===== src/rtl/pin_share_ctrl.sv =====
// Time-shares bidirectional header pins between peripheral drivers, with a
// break-before-make guard on every owner change and a sticky config lock.
module pin_share_ctrl #(
   parameter int unsigned NumPins     = 8,
   parameter int unsigned NumSrc      = 4,
   parameter int unsigned GuardCycles = 4,
   parameter int unsigned ResetSel    = NumSrc,
   parameter logic        InDefault   = 1'b1,
   parameter int unsigned SelW        = $clog2(NumSrc + 1),
   parameter int unsigned PinW        = (NumPins > 1) ? $clog2(NumPins) : 1
) (
   input  logic                        clk_i,
   input  logic                        rst_i,
   input  logic                        cfg_we_i,
   input  logic [PinW-1:0]             cfg_pin_i,
   input  logic [SelW-1:0]             cfg_sel_i,
   input  logic                        cfg_lock_i,
   output logic                        cfg_err_o,
   input  logic [NumSrc*NumPins-1:0]   src_out_i,
   input  logic [NumSrc*NumPins-1:0]   src_oe_i,
   output logic [NumSrc*NumPins-1:0]   src_in_o,
   output logic [NumPins-1:0]          pin_out_o,
   output logic [NumPins-1:0]          pin_oe_o,
   input  logic [NumPins-1:0]          pin_in_i,
   output logic [NumPins*SelW-1:0]     owner_o,
   output logic [NumPins-1:0]          busy_o,
   output logic                        locked_o
);

   localparam int unsigned CntW = $clog2(GuardCycles + 1);

   typedef enum logic {
      ST_ACTIVE,
      ST_GUARD
   } pin_state_e;

   pin_state_e      state_q [NumPins];
   pin_state_e      state_d [NumPins];
   logic [SelW-1:0] owner_q [NumPins];
   logic [SelW-1:0] owner_d [NumPins];
   logic [SelW-1:0] pend_q  [NumPins];
   logic [SelW-1:0] pend_d  [NumPins];
   logic [CntW-1:0] cnt_q   [NumPins];
   logic [CntW-1:0] cnt_d   [NumPins];

   logic               locked_q;
   logic               err_q;
   logic               wr_bad;
   logic               wr_ok;
   logic [SelW-1:0]    sel_c;
   logic [NumPins-1:0] wr_hit;

   // Out-of-range owner codes fold to "none" rather than raising an error.
   always_comb begin
      sel_c  = (cfg_sel_i > SelW'(NumSrc)) ? SelW'(NumSrc) : cfg_sel_i;
      wr_bad = cfg_we_i & (locked_q | (32'(cfg_pin_i) >= NumPins));
      wr_ok  = cfg_we_i & ~wr_bad;
      wr_hit = '0;
      for (int unsigned p = 0; p < NumPins; p++) begin
         wr_hit[p] = wr_ok & (cfg_pin_i == PinW'(p));
      end
   end

   // A write during GUARD always reloads the counter, so a write coinciding
   // with expiry restarts the guard instead of briefly re-entering ACTIVE.
   always_comb begin
      for (int unsigned p = 0; p < NumPins; p++) begin
         state_d[p] = state_q[p];
         owner_d[p] = owner_q[p];
         pend_d[p]  = pend_q[p];
         cnt_d[p]   = cnt_q[p];
         unique case (state_q[p])
            ST_ACTIVE: begin
               if (wr_hit[p] && (sel_c != owner_q[p])) begin
                  state_d[p] = ST_GUARD;
                  pend_d[p]  = sel_c;
                  cnt_d[p]   = CntW'(GuardCycles);
               end
            end
            ST_GUARD: begin
               if (wr_hit[p]) begin
                  pend_d[p] = sel_c;
                  cnt_d[p]  = CntW'(GuardCycles);
               end else if (cnt_q[p] == CntW'(1)) begin
                  owner_d[p] = pend_q[p];
                  state_d[p] = ST_ACTIVE;
                  cnt_d[p]   = '0;
               end else begin
                  cnt_d[p] = cnt_q[p] - CntW'(1);
               end
            end
            default: state_d[p] = ST_ACTIVE;
         endcase
      end
   end

   always_ff @(posedge clk_i or posedge rst_i) begin
      if (rst_i) begin
         for (int unsigned p = 0; p < NumPins; p++) begin
            state_q[p] <= ST_ACTIVE;
            owner_q[p] <= SelW'(ResetSel);
            pend_q[p]  <= SelW'(ResetSel);
            cnt_q[p]   <= '0;
         end
         locked_q <= 1'b0;
         err_q    <= 1'b0;
      end else begin
         for (int unsigned p = 0; p < NumPins; p++) begin
            state_q[p] <= state_d[p];
            owner_q[p] <= owner_d[p];
            pend_q[p]  <= pend_d[p];
            cnt_q[p]   <= cnt_d[p];
         end
         locked_q <= locked_q | cfg_lock_i;
         err_q    <= wr_bad;
      end
   end

   always_comb begin
      pin_out_o = '0;
      pin_oe_o  = '0;
      busy_o    = '0;
      owner_o   = '0;
      src_in_o  = {(NumSrc*NumPins){InDefault}};
      for (int unsigned p = 0; p < NumPins; p++) begin
         busy_o[p]               = (state_q[p] == ST_GUARD);
         owner_o[p*SelW +: SelW] = owner_q[p];
         for (int unsigned s = 0; s < NumSrc; s++) begin
            if ((state_q[p] == ST_ACTIVE) && (owner_q[p] == SelW'(s))) begin
               pin_out_o[p]           = src_out_i[s*NumPins + p];
               pin_oe_o[p]            = src_oe_i[s*NumPins + p];
               src_in_o[s*NumPins + p] = pin_in_i[p];
            end
         end
      end
   end

   assign cfg_err_o = err_q;
   assign locked_o  = locked_q;

endmodule


===== config.mk =====
export PLATFORM = sky130hd
export DESIGN_NAME = pin_share_ctrl
export DESIGN_NICKNAME = d
export VERILOG_FILES = /design/src/rtl/pin_share_ctrl.sv
export SDC_FILE = /design/constraint.sdc
export NUM_CORES = 1
export LEC_CHECK = 0
export BUFFER_PORTS_ARGS = -buffer_cell sky130_fd_sc_hd__buf_2
export CAP_MARGIN = 15
export CORE_MARGIN = 2
export CORE_UTILIZATION = 46
export DETAILED_ROUTE_END_ITERATION = 8
export PLACE_DENSITY = 0.81
export SETUP_SLACK_MARGIN = 0.2
export SLEW_MARGIN = 10
export SYNTH_ARGS = -nofsm -noshare
export SYNTH_HDL_FRONTEND = slang
export SYNTH_SLANG_ARGS = --single-unit

===== constraint.sdc =====
create_clock -name clk_i -period 2.4 [get_ports clk_i]
set_input_delay 0.12 -clock clk_i [delete_from_list [all_inputs] [get_ports clk_i]]
set_output_delay 0.12 -clock clk_i [all_outputs]
set_load 0.01 [all_outputs]

==> flow_summary.json <==
{
  "reg2reg_slack_ns": 0.43,
  "cp_cell_sequence": "nand3b_1, nor3_1, o21ai_0, mux2_2",
  "power_density_nw_per_um2": 662.9,
  "synth_cells": 461,
  "max_freq_mhz": 507.4,
  "synthXorXnorAreaFrac": 0.02833,
  "worstMarginPinSlew_ns": 0.5380,
  "dieArea_sq_um": 11600,
  "max-cap-violations": 0,
  "io_buffers": 163,
  "synth_enable_flop_cells": 0,
  "finalSetupViolCount": 0,
  "synth.area.mux_share": 0.1844,
  "core_sq_um": 10370,
  "drtIter0Drc": 231,
  "avgSynthCellArea_sq_um": 10.73,
  "max-slew-margin-rel": 0.6406,
  "final_area_sq_um": 6053,
  "syn_area_sq_um": 4946,
  "fin_tns_setup_ns": 0,
  "synth-seq-cells": 82,
  "firstDrtPassIters": 4,
  "cts_sinks": 82,
  "cts_setup_buffers": 0,
  "io-pin-count": 164,
  "cts_tree": "built",
  "placed_area_sq_um": 5833,
  "clk_pin_slew_ns": 0.08,
  "seq_area_frac_synth": 0.4189,
  "rsz0062_at_grt": "false",
  "cp_data_arrival_time_ns": 2.21,
  "ys_types": 44,
  "critical_path_buf_inv_count": 0,
  "grtUsageTotal": 0.2103,
  "crit_required_ns": 2.64,
  "yosys_warnings": 0,
  "synthToLayoutAreaGrowth_pct": 22.39,
  "r2r-end": "pend_q[9]$_DFFE_PP0P_",
  "cp-end-kind": "flop",
  "finalMaxSlewViolations": 0,
  "via_per_inst": 5.469,
  "cp_slowest_cell": "nor3_1",
  "worstSetupPathType": "flop to flop",
  "finalHoldViolCount": 0,
  "wl_mm": 11.86,
  "slowest_delay_ns": 0.46,
  "synth_compound_area_frac": 0.07766,
  "cts-root-buf": "clkbuf_8",
  "p_leak_nw": 2.846,
  "hpwl_mm": 8.781,
  "ctsHoldBuffers": 2,
  "clk_latency_ns": 0.35,
  "fin_ws_ns": 0.4291,
  "status": "finished clean",
  "num_vias": 4129,
  "fin_crit_sh": 0.8212,
  "initial_core_util": 0.4770,
  "path_delay_family": "simple AND/OR/NAND/NOR gates",
  "grt_overflow": 0,
  "place_ws_ns": 0.4793,
  "grt_pass1_vias": 4093,
  "place.gp.congestion": 0.8284,
  "yosysTopAreaCellShare": 0.3339,
  "fillers": 884,
  "holdPathStages": 2,
  "synth_fp_nets": 559,
  "async_flop_share": 1.000,
  "die_x_um": 107.7,
  "hold_path.class": "input port to flop",
  "peakVddDrop_mv": 0.3557,
  "synth_top_cell_by_area": "dfrtp_1",
  "ys_top_cells_by_area": "dfrtp_1, mux2_2, dfstp_2",
  "cts_buffer_depth": 2,
  "drc": 0,
  "rr_worst_depth": 4,
  "hp-start": "cfg_we_i",
  "r2r_start": "locked_o$_DFF_PP0_",
  "synthFlopType": "dfrtp_1",
  "htree_levels": 3,
  "antenna_found_initial": 2,
  "period_minus_slack_ns": 1.971,
  "antenna_left": 0,
  "fp.dieH_um": 107.7,
  "min_to": "cfg_err_o$_DFF_PP0_",
  "cts_made_buffers": 9,
  "nets": 711,
  "synth_top_family_by_area": "simple AND/OR/NAND/NOR gates",
  "postCtsResizedCells": 0,
  "grt_pass1_wl_mm": 19.44,
  "fin_skew_ns": 0.004581,
  "synthSimpleGateAreaFrac": 0.2072,
  "crit_path_start_kind": "flop",
  "fp-row-count": 37,
  "post_drt_wl_per_cell_um": 15.71,
  "layout-drive-gt1-share": 0.4369,
  "grt_max_degree": 83,
  "cp_max_fo": 7,
  "synthAdderAreaFrac": 0.04048
}
==> metal layers <==
layer | GRT usage | part of all wire
met5 | 0 | 0.0011
met1 | 0.2549 | 0.41
met2 | 0.3724 | 0.52
met3 | 0.05448 | 0.062
met4 | 0.05220 | 0.0099
==> sequential cells by signal (all words and copies together), names as in the netlist <==
name / cells
cnt_q: 24
owner_o: 24
pend_q: 24
busy_o: 8
cfg_err_o: 1
locked_o: 1
==> worst max-delay path by stage <==
stage / cells after the start / from / slack (ns) / endpoint
2_1_floorplan: 4 / locked_o$_DFF_PP0_ / 0.60 / pend_q[21]$_DFFE_PP0P_
3_3_place_gp: 4 / locked_o$_DFF_PP0_ / 0.59 / pend_q[21]$_DFFE_PP0P_
3_5_place_dp: 4 / locked_o$_DFF_PP0_ / 0.48 / pend_q[9]$_DFFE_PP0P_
4_1_cts: 4 / locked_o$_DFF_PP0_ / 0.46 / pend_q[15]$_DFFE_PP0P_
5_1_grt: 4 / locked_o$_DFF_PP0_ / 0.32 / pend_q[9]$_DFFE_PP0P_
6_report: 4 / locked_o$_DFF_PP0_ / 0.43 / pend_q[9]$_DFFE_PP0P_
==> kinds of logic (layout without fill, tap and decap cells) <==
| kind of cell | after synthesis | count (layout) |
|---|---|---|
| AO/OA/AOI/OAI | 59 | 59 |
| XOR/XNOR | 16 | 16 |
| adder cells (fa/ha/maj) | 16 | 16 |
| buffers and inverters | 46 | 203 |
| flip-flops | 82 | 82 |
| multiplexers | 64 | 64 |
| other | 0 | 1 |
| AND/OR/NAND/NOR | 178 | 178 |
==> synth_stat cells (all sizes together) (11+ instances only) <==
cell / number
a21oi: 14
buf: 17
clkbuf: 11
dfrtp: 66
dfstp: 16
ha: 16
inv: 18
mux2: 48
mux4: 16
nand2: 41
nand3: 19
nor2: 20
nor2b: 13
nor3: 11
nor3b: 23
o21ai: 16
xnor2: 16
==> area by class of cell <==
cell class / count / area, sq um / area share
Inverter: 18 / 71.32 / 0.01178
Multi-Input combinational cell: 333 / 2661 / 0.4396
Timing Repair Buffer: 169 / 878.3 / 0.1451
Clock inverter: 2 / 35.03 / 0.005788
Antenna cell: 1 / 2.502 / 0.0004134
Sequential cell: 82 / 2072 / 0.3423
Clock buffer: 14 / 162.7 / 0.02687
Tap cell: 136 / 170.2 / 0.02811
==> through the flow <==
stage,utilization,hold slack (ns),total power [W],instances
2_1_floorplan,-,0.2293,0.002656,461
3_3_place_gp,0.5625,0.2718,0.002925,736
3_5_place_dp,0.5625,0.2779,0.003019,736
4_1_cts,0.5835,0.02968,0.004043,754
5_1_grt,0.5835,0.04190,0.004287,754
6_report,0.5837,0.04963,0.004013,755
==> layout by cell type (no fill, tap or decap), drive strengths merged, types with 2 or more instances in the layout <==
master / count
a21oi: 14
clkbuf: 14
and3: 3
dlygate4sd3: 2
nor2b: 13
nand3: 19
dfrtp: 66
nand2b: 10
nand3b: 8
mux2: 48
or3: 4
nor4bb: 7
nand2: 41
nor3: 11
o2bb2ai: 6
inv: 17
o21ai: 16
nor2: 20
nor4: 7
a31oi: 8
o32ai: 2
dfstp: 16
ha: 16
mux4: 16
a21o: 8
xnor2: 16
or2: 2
nor4b: 5
buf: 167
nor3b: 23
==> where the power goes <==
part / total (W) / switching [W] / internal (W)
Combinational: 0.00113 / 0.000558 / 0.000572
Clock: 0.00102 / 0.000479 / 0.000538
Sequential: 0.00187 / 0.000240 / 0.00163
Total: 0.00401 / 0.00128 / 0.00274
(Power assumes the default switching activity.)
